`src/rtl/seg_pkg.sv`:
```
// Shared constants for the seven-segment formatter: segment patterns ([0:6] = a..g, active-low),
// FSM states and the display range limits.
package seg_pkg;

  localparam logic [0:6] SEG_0     = 7'b0000001;
  localparam logic [0:6] SEG_1     = 7'b1001111;
  localparam logic [0:6] SEG_2     = 7'b0010010;
  localparam logic [0:6] SEG_3     = 7'b0000110;
  localparam logic [0:6] SEG_4     = 7'b1001100;
  localparam logic [0:6] SEG_5     = 7'b0100100;
  localparam logic [0:6] SEG_6     = 7'b0100000;
  localparam logic [0:6] SEG_7     = 7'b0001111;
  localparam logic [0:6] SEG_8     = 7'b0000000;
  localparam logic [0:6] SEG_9     = 7'b0000100;
  localparam logic [0:6] SEG_BLANK = 7'b1111111;
  localparam logic [0:6] SEG_MINUS = 7'b1111110;
  localparam logic [0:6] SEG_E     = 7'b0110000;
  localparam logic [0:6] SEG_R     = 7'b1111010;

  // Largest magnitudes that fit in eight digits, or seven digits plus a minus sign
  localparam logic [31:0] POS_LIMIT = 32'd99999999;
  localparam logic [31:0] NEG_LIMIT = 32'd9999999;

  typedef enum logic [1:0] {
    ST_IDLE,
    ST_CONVERT,
    ST_ENCODE
  } state_e;

endpackage

```
`src/rtl/seg7_digit_encode.sv`:
```
// Combinational BCD nibble to active-low seven-segment pattern; non-decimal codes show blank.
module seg7_digit_encode
  import seg_pkg::*;
(
  input  logic [3:0] bcd,
  output logic [0:6] seg
);

  always_comb begin
    seg = SEG_BLANK;
    case (bcd)
      4'd0: seg = SEG_0;
      4'd1: seg = SEG_1;
      4'd2: seg = SEG_2;
      4'd3: seg = SEG_3;
      4'd4: seg = SEG_4;
      4'd5: seg = SEG_5;
      4'd6: seg = SEG_6;
      4'd7: seg = SEG_7;
      4'd8: seg = SEG_8;
      4'd9: seg = SEG_9;
      default: seg = SEG_BLANK;
    endcase
  end

endmodule

```
`src/rtl/seg_value_formatter.sv`:
```
// Signed value to eight seven-segment digits via a one-bit-per-clock double-dabble engine.
// Define LEADING_ZERO_BLANK_EN to blank leading zeros and float the minus sign next to the number.
module seg_value_formatter
  import seg_pkg::*;
#(
  parameter int NBITS = 32
) (
  input  logic             ck,
  input  logic             rst,
  input  logic             start,
  input  logic [NBITS-1:0] value,
  output logic             busy,
  output logic             done,
  output logic             ovf,
  output logic [0:6]       digit0,
  output logic [0:6]       digit1,
  output logic [0:6]       digit2,
  output logic [0:6]       digit3,
  output logic [0:6]       digit4,
  output logic [0:6]       digit5,
  output logic [0:6]       digit6,
  output logic [0:6]       digit7
);

  localparam int CNT_W = $clog2(NBITS);

  state_e           state_q, state_d;
  logic [CNT_W-1:0] cnt_q, cnt_d;
  logic [NBITS-1:0] mag_q, mag_d, mag_in;
  logic [31:0]      bcd_q, bcd_d;
  logic [30:0]      bcd_adj;
  logic             sign_q, sign_d;
  logic             ovf_pend_q, ovf_pend_d;
  logic             ovf_q, ovf_d;
  logic             done_q, done_d;
  logic [0:6]       digit_q [8];
  logic [0:6]       digit_d [8];
  logic [0:6]       enc_pat [8];
  logic [0:6]       fmt_pat [8];

  for (genvar g = 0; g < 8; g++) begin : g_enc
    seg7_digit_encode u_enc (
      .bcd (bcd_q[4*g +: 4]),
      .seg (enc_pat[g])
    );
  end

  assign mag_in = value[NBITS-1] ? (~value + 1'b1) : value;

  // The top nibble's carry-out is dropped: anything that large is shown as an error anyway
  always_comb begin
    bcd_adj = '0;
    for (int i = 0; i < 7; i++) begin
      bcd_adj[4*i +: 4] = (bcd_q[4*i +: 4] >= 4'd5) ? bcd_q[4*i +: 4] + 4'd3 : bcd_q[4*i +: 4];
    end
    bcd_adj[30:28] = bcd_q[30:28] + ((bcd_q[31:28] >= 4'd5) ? 3'd3 : 3'd0);
  end

`ifdef LEADING_ZERO_BLANK_EN
  logic [2:0] msd;

  always_comb begin
    msd = '0;
    for (int i = 1; i < 8; i++) begin
      if (bcd_q[4*i +: 4] != 4'd0) msd = 3'(i);
    end
    for (int i = 0; i < 8; i++) begin
      fmt_pat[i] = (i > int'(msd)) ? SEG_BLANK : enc_pat[i];
    end
    if (sign_q && (msd != 3'd7)) fmt_pat[int'(msd) + 1] = SEG_MINUS;
    if (ovf_pend_q) begin
      for (int i = 0; i < 8; i++) fmt_pat[i] = SEG_BLANK;
      fmt_pat[2] = SEG_E;
      fmt_pat[1] = SEG_R;
      fmt_pat[0] = SEG_R;
    end
  end
`else
  // Negatives never reach eight digits, so digit7 is always a zero the minus can replace
  always_comb begin
    for (int i = 0; i < 8; i++) fmt_pat[i] = enc_pat[i];
    if (sign_q) fmt_pat[7] = SEG_MINUS;
    if (ovf_pend_q) begin
      for (int i = 0; i < 8; i++) fmt_pat[i] = SEG_BLANK;
      fmt_pat[2] = SEG_E;
      fmt_pat[1] = SEG_R;
      fmt_pat[0] = SEG_R;
    end
  end
`endif

  always_comb begin
    state_d    = state_q;
    cnt_d      = cnt_q;
    mag_d      = mag_q;
    bcd_d      = bcd_q;
    sign_d     = sign_q;
    ovf_pend_d = ovf_pend_q;
    ovf_d      = ovf_q;
    done_d     = 1'b0;
    for (int i = 0; i < 8; i++) digit_d[i] = digit_q[i];

    case (state_q)
      ST_IDLE: begin
        if (start) begin
          sign_d     = value[NBITS-1];
          mag_d      = mag_in;
          bcd_d      = '0;
          cnt_d      = '0;
          ovf_pend_d = value[NBITS-1] ? (mag_in > NBITS'(NEG_LIMIT))
                                      : (mag_in > NBITS'(POS_LIMIT));
          state_d    = ST_CONVERT;
        end
      end
      ST_CONVERT: begin
        bcd_d = {bcd_adj, mag_q[NBITS-1]};
        mag_d = {mag_q[NBITS-2:0], 1'b0};
        cnt_d = cnt_q + 1'b1;
        if (cnt_q == CNT_W'(NBITS - 1)) state_d = ST_ENCODE;
      end
      ST_ENCODE: begin
        for (int i = 0; i < 8; i++) digit_d[i] = fmt_pat[i];
        done_d  = 1'b1;
        ovf_d   = ovf_pend_q;
        state_d = ST_IDLE;
      end
      default: state_d = ST_IDLE;
    endcase
  end

  always_ff @(posedge ck) begin
    if (rst) begin
      state_q    <= ST_IDLE;
      cnt_q      <= '0;
      mag_q      <= '0;
      bcd_q      <= '0;
      sign_q     <= 1'b0;
      ovf_pend_q <= 1'b0;
      ovf_q      <= 1'b0;
      done_q     <= 1'b0;
      for (int i = 0; i < 8; i++) digit_q[i] <= SEG_BLANK;
    end else begin
      state_q    <= state_d;
      cnt_q      <= cnt_d;
      mag_q      <= mag_d;
      bcd_q      <= bcd_d;
      sign_q     <= sign_d;
      ovf_pend_q <= ovf_pend_d;
      ovf_q      <= ovf_d;
      done_q     <= done_d;
      for (int i = 0; i < 8; i++) digit_q[i] <= digit_d[i];
    end
  end

  assign busy   = (state_q != ST_IDLE);
  assign done   = done_q;
  assign ovf    = ovf_q;
  assign digit0 = digit_q[0];
  assign digit1 = digit_q[1];
  assign digit2 = digit_q[2];
  assign digit3 = digit_q[3];
  assign digit4 = digit_q[4];
  assign digit5 = digit_q[5];
  assign digit6 = digit_q[6];
  assign digit7 = digit_q[7];

endmodule
```
`config.mk`:
```
export PLATFORM = sky130hd
export DESIGN_NAME = seg_value_formatter
export DESIGN_NICKNAME = d
export VERILOG_FILES = /design/src/rtl/seg_pkg.sv /design/src/rtl/seg7_digit_encode.sv /design/src/rtl/seg_value_formatter.sv
export SDC_FILE = /design/constraint.sdc
export NUM_CORES = 1
export LEC_CHECK = 0
export BUFFER_PORTS_ARGS = -buffer_cell sky130_fd_sc_hd__buf_2
export CAP_MARGIN = 20
export CORE_ASPECT_RATIO = 0.5
export CORE_MARGIN = 5
export CORE_UTILIZATION = 30
export CTS_BUF_LIST = sky130_fd_sc_hd__clkbuf_8
export CTS_CLUSTER_DIAMETER = 30
export DETAILED_ROUTE_END_ITERATION = 8
export GPL_TIMING_DRIVEN = 0
export HOLD_SLACK_MARGIN = 0.1
export SETUP_SLACK_MARGIN = 0.2
export SLEW_MARGIN = 40
export SYNTH_ARGS = -nofsm -noshare
export SYNTH_HDL_FRONTEND = slang
export SYNTH_SLANG_ARGS = --single-unit
```
`constraint.sdc`:
```
create_clock -name ck -period 3.01 [get_ports ck]
set_input_delay 0.301 -clock ck [delete_from_list [all_inputs] [get_ports ck]]
set_output_delay 0.301 -clock ck [all_outputs]
set_load 0.03 [all_outputs]
```
==> results of run 1 <==
==> cells by family after synthesis <==
logic type      after synthesis  share of synthesized area
xor+xnor                     46                     0.0416
flops                       187                      0.386
buf+inv                     146                     0.0613
fa+ha+maj                    67                     0.0872
simple gates                443                      0.220
mux                          12                     0.0125
compound gates              279                      0.192
==> final cells by class <==
cell class | instances | share of cell area
clock buffer | 17 | 0.0210
sequential | 187 | 0.336
clock inverter | 15 | 0.0126
timing repair buffer | 91 | 0.0413
tap | 432 | 0.0484
buffer | 74 | 0.0316
inverter | 72 | 0.0242
multi-input combinational | 847 | 0.485
==> flip-flops by register name, summed over array words and instances, names as in the netlist <==
| signal | count |
|---|---|
| digit_q | 56 |
| g_enc.u_enc.seg | 56 |
| bcd_q | 32 |
| mag_q | 32 |
| cnt_q | 5 |
| state_q | 2 |
| done | 1 |
| ovf | 1 |
| ovf_pend_q | 1 |
| sign_q | 1 |
==> where the power goes <==
group	internal (uW)	total [uW]	switching, uW	leakage, uW
Clock	670	1640	973	0.000184
Sequential	2510	2540	24.7	0.00152
Combinational	154	461	307	0.00314
Total	3340	4640	1300	0.00484
==> stage by stage <==
step	setup TNS, ns	total power [uW]	std cells
floorplan	0	2880	1180
CTS	0	4670	1733
detailed placement	-1.47	3040	1701
finish	0	4640	1735
global route	0	4850	1735
global placement	-0.680	3040	1701
==> how the worst max path moves through the flow <==
| stage | slack (ns) | endpoint | startpoint | cells after the start |
|---|---|---|---|---|
| after CTS | 0.15 | g_enc[2].u_enc.seg[3] | state_q[0] | 10 |
| after global routing | 0.11 | g_enc[7].u_enc.seg[4] | state_q[1] | 12 |
| final | 0.31 | g_enc[3].u_enc.seg[3] | state_q[1] | 12 |
| after global placement | -0.18 | g_enc[2].u_enc.seg[3] | state_q[0] | 10 |
| after floorplan | 0.59 | g_enc[7].u_enc.seg[1] | state_q[1] | 13 |
| after detailed placement | -0.19 | g_enc[2].u_enc.seg[3] | state_q[0] | 10 |
==> cell usage after synthesis (3+ instances only) <==
| cell | count |
|---|---|
| a211o_1 | 9 |
| a211oi_1 | 7 |
| a21o_1 | 10 |
| a21oi_1 | 87 |
| a21oi_2 | 3 |
| a221oi_1 | 9 |
| a22oi_1 | 22 |
| a311oi_1 | 9 |
| a31oi_1 | 26 |
| a32o_1 | 7 |
| a32oi_1 | 7 |
| a41oi_1 | 3 |
| and3_1 | 17 |
| buf_1 | 11 |
| buf_2 | 19 |
| buf_6 | 3 |
| clkbuf_1 | 41 |
| dfxtp_1 | 187 |
| ha_1 | 66 |
| inv_1 | 72 |
| mux2i_1 | 11 |
| nand2_1 | 190 |
| nand2b_1 | 31 |
| nand3_1 | 66 |
| nand4_1 | 4 |
| nor2_1 | 67 |
| nor3_1 | 17 |
| nor4_1 | 4 |
| o21ai_0 | 33 |
| o22a_1 | 8 |
| o22ai_1 | 6 |
| o31ai_1 | 15 |
| o41ai_1 | 3 |
| or2_2 | 14 |
| or3_1 | 8 |
| xnor2_1 | 29 |
| xor2_1 | 17 |
==> critical path, stage by stage, from the launching register on <==
cell and delay (ns):
dfxtp_2 0.36, nand2b_2 0.22, buf_4 0.20, buf_4 0.20, buf_4 0.19, nor3_1 0.28
a31oi_1 0.06, or2_2 0.36, ha_1 0.30, nand2b_1 0.06, nor2_1 0.12, a31oi_1 0.05
o22a_1 0.20
==> layer usage <==
metal | wire (um) | vias to the layer above
li1 | - | 4323
met1 | 13000 | 3898
met2 | 11700 | 148
met3 | 1010 | 17
met4 | 255 | 0
met5 | 0 | -
==> timing repair <==
item                                    in CTS  in global routing
setup buffers                                0                  2
endpoints found under the setup margin      76                 81
gates resized for setup                     10                 24
endpoints found under the hold margin        0                  0
hold buffers                                 0                  0
==> metrics, run 1 <==
P_leak 0.00484 uW; Fin. Hold Viols 0; VDD IR max 0.203 mV; hold depth 3; Area growth syn-to-layout 15.1%; H-Tree Depth 4; top cells by area, synth dfxtp_1 (39%), ha_1 (8.5%), nand2_1 (7.4%); Antenna Violating Nets Remaining 0; max-cap check violation count 0; setup skew after layout 0.0119 ns; Post-synth EDFFs 0; required time worst endpoint 3.38 ns; sequential share of the synthesized area 0.386; largest net degree at the start of global routing 18; cell count after synthesis 1,180; Via Count 8,386; ANT cells 0; reg2reg path depth 12; vias in the first global route 7,834; status completed; Std-Cell Rows 46; initial antenna violation count 0; # port buffers 89; Inserted Clock Buffers 17; CTS tree yes; # setup viols final 0; critical path class flip-flop to flip-flop; Final min period 2.70 ns; WP data arrival 3.07 ns; GR peak layer met2; WL/cell 14.9 um; HP Start value[0]; IO Count 94; synthesized cell area 9700 um2; post-layout util 0.351; post-synth top area cell dfxtp_1; CP endpoint kind flip-flop; vias per inst 4.83; Total Routed Length 25,900 um; flop2flop setup slack 0.31 ns; Core ar. 31,800 um2; clock sinks 187; YS warnings 0; FF+latch area 3750 um2; Worst R2R End g_enc[3].u_enc.seg[3]; Syn Nets 1,282; DR iter-0 viols 528; Longest Clk Path Bufs 2; hpwl dp 19,300 um; Hold Crit Class primary input to flip-flop; Post-synth ARST share 0; Hold EP mag_q[0]; #FFs+latches synth 187; final hold slack 0.139 ns; period utilisation layout 0.897; filler cell count 3,387; met3 Usage GRT 0.0226; measured slew at the worst slew-check pin 0.785 ns; Yosys top cell area share 0.386; Detailed Routing Iterations Pass 1 5; met2 global-route usage 0.235; layout cells sized above 1 0.150; DIE WIDTH 264 um; Final Max Tran Viols 0; nets 1,392; Starting Density 0.305; cell area after placement 10,700 um2; Multi-input gate area 5420 um2; die area 36,200 um2; Worst Setup Slack post-DPL -0.195 ns; Root Driver clkbuf_8; ys flop type dfxtp_1; Yosys cell types 69; GRT Util Overall 0.143; die height 137 um; origin of the critical flop-to-flop path state_q[1]; startpoint types flip-flop; Clock Latency Late Sink 0.48 ns; first-pass GRT wire length 42,200 um; most frequent cells in the layout nand2_1 (190), dfxtp_1 (185), buf_2 (106), a21oi_1 (82), inv_1 (73); crit-path max FO 10; PwrDens 416 nW/um2; Mapped Avg Cell Area 8.22 um2; RSZ-0062 raised after global routing true; M1 GR Usage 0.200; Placer Congestion 0.841; commonest non-fill, non-tap cell in the layout nand2_1; Final Worst Setup Slack 0.310 ns; Peak Freq 0.370 GHz; DRC 0; post-layout instance area 11,200 um2; total gr overflow 0; Rel. slew slack 0.476; Clock Pin Slew Worst Setup and Hold Paths 0.10 ns
(Power assumes the default switching activity.)
==> run 2: changes to the inputs <==
- ABC_AREA: not set -> 1
- CORE_UTILIZATION: 30 -> 25
- CTS_CLUSTER_SIZE: not set -> 16
==> metrics, run 2 <==
Inserted Clock Buffers 17 (unchanged); first-pass GRT wire length 40,000 um (-5.1%); reg2reg path depth 14 (+2); CTS tree yes; slowest CP cell dfxtp_1; vias per inst 4.32 (-11%); register share of total power 0.546 (about the same); layout cells sized above 1 0.120 (-0.0308); initial antenna violation count 0 (unchanged); Pint 3280 uW (-1.8%); measured slew at the worst slew-check pin 0.774 ns (-0.0114 ns); P_leak 0.00488 uW (+0.83%); Clock Latency Late Sink 0.48 ns (about the same); Multi-input gate area 5150 um2 (-5.0%); post-synth top area cell dfxtp_1; Post-synth ARST share 0 (unchanged); DRC 0 (unchanged); Rel. slew slack 0.484 (+0.00757); Total Routed Length 24,200 um (-6.7%); most frequent cell after synthesis nand2_1; IO Count 94 (unchanged); required time worst endpoint 3.35 ns (-0.03 ns); critical path class flip-flop to flip-flop; WP data arrival 2.94 ns (-0.13 ns); Detailed Routing Iterations Pass 1 6 (+1); sequential share of the synthesized area 0.390 (+0.00362); CP max stage delay 0.35 ns (about the same); Starting Density 0.255 (-0.0501); CP endpoint kind flip-flop; synthesized cell area 9610 um2 (-0.93%); setup skew after layout 0.0204 ns (+0.00854 ns); Final Max Tran Viols 0 (unchanged); crit path from state_q[1]; Area growth syn-to-layout 16.3%; total gr overflow 0 (unchanged); startpoint types flip-flop; Placer Congestion 0.851 (+1.1%); die area 42,700 um2 (+18%); top cells by area, synth dfxtp_1 (39%), nand2_1 (18%), ha_1 (8.6%); #FFs+latches synth 187 (unchanged); clock sinks 187 (unchanged); Hold Crit Class primary input to flip-flop; Final min period 2.60 ns (-0.0987 ns); Fin. Hold Viols 0 (unchanged); commonest non-fill, non-tap cell in the layout nand2_1; setup TNS 0 ns (unchanged); DR iter-0 viols 563 (+6.6%); nets 1,585 (+14%); # port buffers 92 (+3.4%); largest net degree at the start of global routing 21 (+3); Clk network pwr share 0.358 (+0.004); Core ar. 37,700 um2 (+19%); worst-path cell chain nor2_1, nand2_2, inv_2, nor2_4, inv_2, clkbuf_4, o32ai_1, nand2_1, inv_1, ha_1, nand2_1, o21ai_0, inv_1, o21ai_0; H-Tree Depth 4 (unchanged); # setup viols final 0 (unchanged); hpwl dp 18,300 um (-4.7%); period utilisation layout 0.864 (-0.0328); Yosys top cell area share 0.390 (+0.00362); origin of the critical flop-to-flop path state_q[1]; Via Count 8,709 (+3.9%); GRT Util Overall 0.114 (-0.0295); vias in the first global route 8,078 (+3.1%); Std-Cell Rows 50 (+8.7%); ys flop type dfxtp_1; Critical path destination g_enc[6].u_enc.seg[3]; status completed; VDD IR max 0.242 mV (+19%); most frequent cells in the layout nand2_1 (461), dfxtp_1 (187), inv_1 (136), buf_2 (97), o21ai_0 (94); die height 149 um (+8.4%); Antenna Violating Nets Remaining 0 (unchanged); cell count after synthesis 1,369 (+16%); crit-path max FO 10 (unchanged); PwrDens 415 nW/um2 (about the same); YS warnings 0 (unchanged); RSZ-0062 raised after global routing true; Post-synth top cells nand2_1 (461), dfxtp_1 (187), inv_1 (136), o21ai_0 (94), nand3_1 (93); max-cap check violation count 0 (unchanged); WL/cell 12.0 um (-20%); Post-synth EDFFs 0 (unchanged); flop2flop setup slack 0.41 ns (+0.10 ns); Root Driver clkbuf_8; Mapped Avg Cell Area 7.02 um2 (-15%); Clock Pin Slew Worst Setup and Hold Paths 0.11 ns (about the same); Worst R2R End g_enc[6].u_enc.seg[3]; Sw Ratio 0.294 (+0.0126); Syn Nets 1,471 (+15%); Yosys cell types 39 (-43%); Peak Freq 0.384 GHz (+3.8%); post-layout util 0.297 (-0.0548); Longest Clk Path Bufs 2 (unchanged); Logic pwr share 0.096 (-0.003); FF+latch area 3740 um2 (about the same); DIE WIDTH 287 um (+8.7%); P_sw 1360 uW (+4.4%); filler cell count 4,181 (+23%)
run 2: cell types whose count changed after synthesis, moves of 15 or more:
cell      change
nand2_1     +271
inv_1        +64
o21ai_0      +61
a21oi_1      -40
nand2b_1     -31
xnor2_1      -28
nand3_1      +27
and3_1       -17
o31ai_1      -15
run 2: power by group through the flow:
stage               clock network (uW)  logic (uW)  registers (uW)
floorplan                            0         295            2580
global placement                     0         438            2590
detailed placement                   0         441            2590
CTS                               1720         443            2530
global route                      1840         508            2540
finish                            1660         447            2530
run 2: worst min-delay path by stage:
| stage | from | to | slack [ns] | cells after the start |
|---|---|---|---|---|
| 2_1_floorplan | g_enc[0].u_enc.seg[6] | digit_q[0][0] | 0.42 | 2 |
| 3_3_place_gp | g_enc[1].u_enc.seg[4] | digit_q[0][9] | 0.42 | 2 |
| 3_5_place_dp | g_enc[1].u_enc.seg[1] | digit_q[0][12] | 0.43 | 2 |
| 4_1_cts | value[0] | mag_q[0] | 0.10 | 3 |
| 5_1_grt | start | sign_q | 0.14 | 3 |
| 6_report | start | sign_q | 0.15 | 3 |
run 2: critical path: cells and delay by family (launching register included):
| kind | cells | cell delay (ns) |
|---|---|---|
| fa+ha+maj | 1 | 0.21 |
| compound gates | 3 | 0.25 |
| simple gates | 5 | 0.76 |
| flops | 1 | 0.35 |
| buf+inv | 5 | 0.89 |
run 2: final cells by class:
type	instances	area share
plain buffers	43	0.0164
repair buffers	95	0.0435
clock buffers	17	0.0210
well taps	520	0.0583
diodes	1	0.000224
inverters	147	0.0494
clock inverters	15	0.0152
multi-input cells	992	0.461
flip-flops and latches	187	0.335
run 2: layer usage:
metal | part of all wire | track usage
met1 | 0.49 | 0.149
met2 | 0.46 | 0.190
met3 | 0.036 | 0.0260
met4 | 0.010 | 0.0279
met5 | 0 | 0
run 2: timing repair:
action	4_1_cts	5_1_grt
endpoints found under the hold margin	0	1
pin swaps	0	1
hold buffers	0	1
setup buffers	0	2
cloned	0	0
resized for setup	1	2
setup endpoints to repair	1	16
run 2: through the flow:
stage          hold slack [ns]  cells  total power [uW]  setup WS [ns]  cell area, um2
2_1_floorplan            0.416   1369              2880          0.894            9610
3_3_place_gp             0.423   1981              3020          0.236           10700
3_5_place_dp             0.428   1981              3030          0.204           10700
4_1_cts                  0.103   2013              4700          0.248           11100
5_1_grt                  0.144   2016              4890          0.151           11200
6_report                 0.149   2017              4640          0.409           11200
run 2: logic make-up (layout without fill, tap and decap cells):
kind of cell | Yosys count | count (layout) | synth area share
AO/OA/AOI/OAI | 235 | 235 | 0.142
XOR/XNOR | 13 | 13 | 0.0119
adder cells (fa/ha/maj) | 67 | 67 | 0.0881
buffers and inverters | 190 | 317 | 0.0762
flip-flops | 187 | 187 | 0.390
other | 0 | 1 | 0
AND/OR/NAND/NOR | 677 | 677 | 0.292
==> run 3: changes to the inputs <==
- CELL_PAD_IN_SITES_DETAIL_PLACEMENT: not set -> 0
- CELL_PAD_IN_SITES_GLOBAL_PLACEMENT: not set -> 1
- PLACE_DENSITY_LB_ADDON: not set -> 0.1
- SLEW_MARGIN: 40 -> not set
==> metrics, run 3 (synthesis results as in run 2) <==
Worst R2R End g_enc[7].u_enc.seg[3]; Inserted Clock Buffers 17 (unchanged); vias in the first global route 8,418 (+4.2%); first-pass GRT wire length 43,800 um (+9.5%); RSZ-0062 raised after global routing true; Logic pwr share 0.102 (+0.006); Final Max Tran Viols 0 (unchanged); layout cells sized above 1 0.120 (about the same); total gr overflow 0 (unchanged); Detailed Routing Iterations Pass 1 5 (-1); P_leak 0.00488 uW (about the same); Via Count 8,707 (-0.023%); initial antenna violation count 1 (+1); hpwl dp 20,700 um (+13%); ANT cells 0 (-1); Pint 3370 uW (+2.9%); crit-path max FO 4 (-6); Antenna Violating Nets Remaining 0 (unchanged); IO Count 94 (unchanged); commonest non-fill, non-tap cell in the layout nand2_1; register share of total power 0.545 (about the same); DRC 0 (unchanged); startpoint types flip-flop; crit path from bcd_q[24]; Clk network pwr share 0.354 (-0.004); H-Tree Depth 4 (unchanged); WP data arrival 3.00 ns (+0.06 ns); Longest Clk Path Bufs 2 (unchanged); WL/cell 13.3 um (+11%); # setup viols final 0 (unchanged); Rel. slew slack 0.363 (-0.121); VDD IR max 0.211 mV (-13%); Starting Density 0.255 (unchanged); # port buffers 92 (unchanged); largest net degree at the start of global routing 17 (-19%); Sw Ratio 0.275 (-0.0190); P_sw 1280 uW (-6.3%); reg2reg path depth 14 (unchanged); Std-Cell Rows 50 (unchanged); required time worst endpoint 3.44 ns (+0.09 ns); period utilisation layout 0.853 (-0.0110); DIE WIDTH 287 um (unchanged); nets 1,588 (+0.19%); setup TNS 0 ns (unchanged); PwrDens 416 nW/um2 (+0.18%); die height 149 um (unchanged); filler cell count 4,193 (+0.29%); die area 42,700 um2 (unchanged); setup skew after layout 0.0129 ns (-0.00750 ns); most frequent cells in the layout nand2_1 (460), dfxtp_1 (187), inv_1 (139), buf_2 (97), o21ai_0 (94); origin of the critical flop-to-flop path bcd_q[24]; Core ar. 37,700 um2 (unchanged); Final min period 2.57 ns (-0.0332 ns); CP endpoint kind flip-flop; Total Routed Length 26,900 um (+11%); status completed; Peak Freq 0.389 GHz (+1.3%); critical path class flip-flop to flip-flop; final hold slack 0.196 ns (+0.0473 ns); clock sinks 187 (unchanged); Final Worst Setup Slack 0.442 ns (+0.0332 ns); Area growth syn-to-layout 16.3% (unchanged); Critical path destination g_enc[7].u_enc.seg[3]; Clock Latency Late Sink 0.48 ns (about the same); Fin. Hold Viols 0 (unchanged); Root Driver clkbuf_8; FF+latch area 3740 um2 (unchanged); vias per inst 4.32 (about the same); Worst Setup Slack post-DPL 0.215 ns (+0.0113 ns); Multi-input gate area 5160 um2 (+0.29%); max-cap check violation count 0 (unchanged); Hold Crit Class primary input to flip-flop; flop2flop setup slack 0.44 ns (+0.03 ns); DR iter-0 viols 345 (-39%); GRT Util Overall 0.127 (+0.0136); Placer Congestion 0.827 (-2.8%); Clock Pin Slew Worst Setup and Hold Paths 0.10 ns (about the same); CTS tree yes; measured slew at the worst slew-check pin 0.952 ns (+0.178 ns)
==> run 3: cell count changes in the layout (fill, tap and decap cells not counted), moves of 3 or more <==
cell,before,now
clkinv_8,5,0
inv_1,136,139
inv_6,7,3
clkinvlp_4,0,3
==> run 3: final cells by class <==
| cell class | instances | area share |
|---|---|---|
| multi-input combinational | 992 | 0.462 |
| sequential | 187 | 0.335 |
| tap | 520 | 0.0583 |
| inverter | 147 | 0.0496 |
| timing repair buffer | 98 | 0.0457 |
| clock buffer | 17 | 0.0210 |
| buffer | 43 | 0.0164 |
| clock inverter | 13 | 0.0117 |
==> run 3: per-stage QoR <==
stage,utilization,cell area (um2),power [uW],cells
2_1_floorplan,-,9610,2880,1369
3_3_place_gp,0.285,10700,3050,1981
3_5_place_dp,0.285,10700,3050,1981
4_1_cts,0.295,11100,4750,2013
5_1_grt,0.297,11200,4920,2017
6_report,0.297,11200,4650,2017
==> run 3: repair_timing <==
item                                    in CTS  in global routing
hold buffers                                 2                  0
pin swaps                                    0                  2
endpoints found under the setup margin       1                 21
hold endpoints to repair                     3                  0
gates cloned                                 0                  0
gates resized for setup                      1                  8
buffers inserted                             0                  4
==> run 3: worst min path at each step <==
stage	start	endpoint	depth (start not counted)
CTS	value[6]	mag_q[6]	4
floorplan	g_enc[0].u_enc.seg[6]	digit_q[0][0]	2
finish	value[6]	mag_q[6]	4
global route	value[6]	mag_q[6]	4
detailed placement	g_enc[4].u_enc.seg[4]	digit_q[1][2]	2
global placement	g_enc[0].u_enc.seg[4]	digit_q[0][2]	2
==> run 3: power by group through the flow <==
| stage | clock (uW) | combinational (uW) | sequential, uW |
|---|---|---|---|
| floorplan | 0 | 295 | 2580 |
| global placement | 0 | 464 | 2590 |
| detailed placement | 0 | 466 | 2590 |
| CTS | 1750 | 472 | 2530 |
| global route | 1850 | 535 | 2540 |
| finish | 1640 | 473 | 2530 |
==> run 3: worst max-delay path: stages, from the launching register on <==
cell	delay, ns
dfxtp_1	0.39
inv_1	0.11
ha_1	0.22
nor2_1	0.10
inv_1	0.06
nand3_1	0.13
inv_1	0.07
nor3_1	0.24
a21oi_1	0.09
nor2_1	0.30
inv_1	0.16
ha_1	0.34
o21ai_0	0.17
nand2_1	0.07
nand2_1	0.07
==> run 3: per-layer routing <==
metal,vias up,GRT usage,wire length (um),part of all wire
met2,94,0.209,12000,0.45
met4,0,0.0272,226,0.0084
met1,3950,0.174,13900,0.52
met3,13,0.0259,770,0.029
met5,-,0,0,0
li1,4650,-,-,-
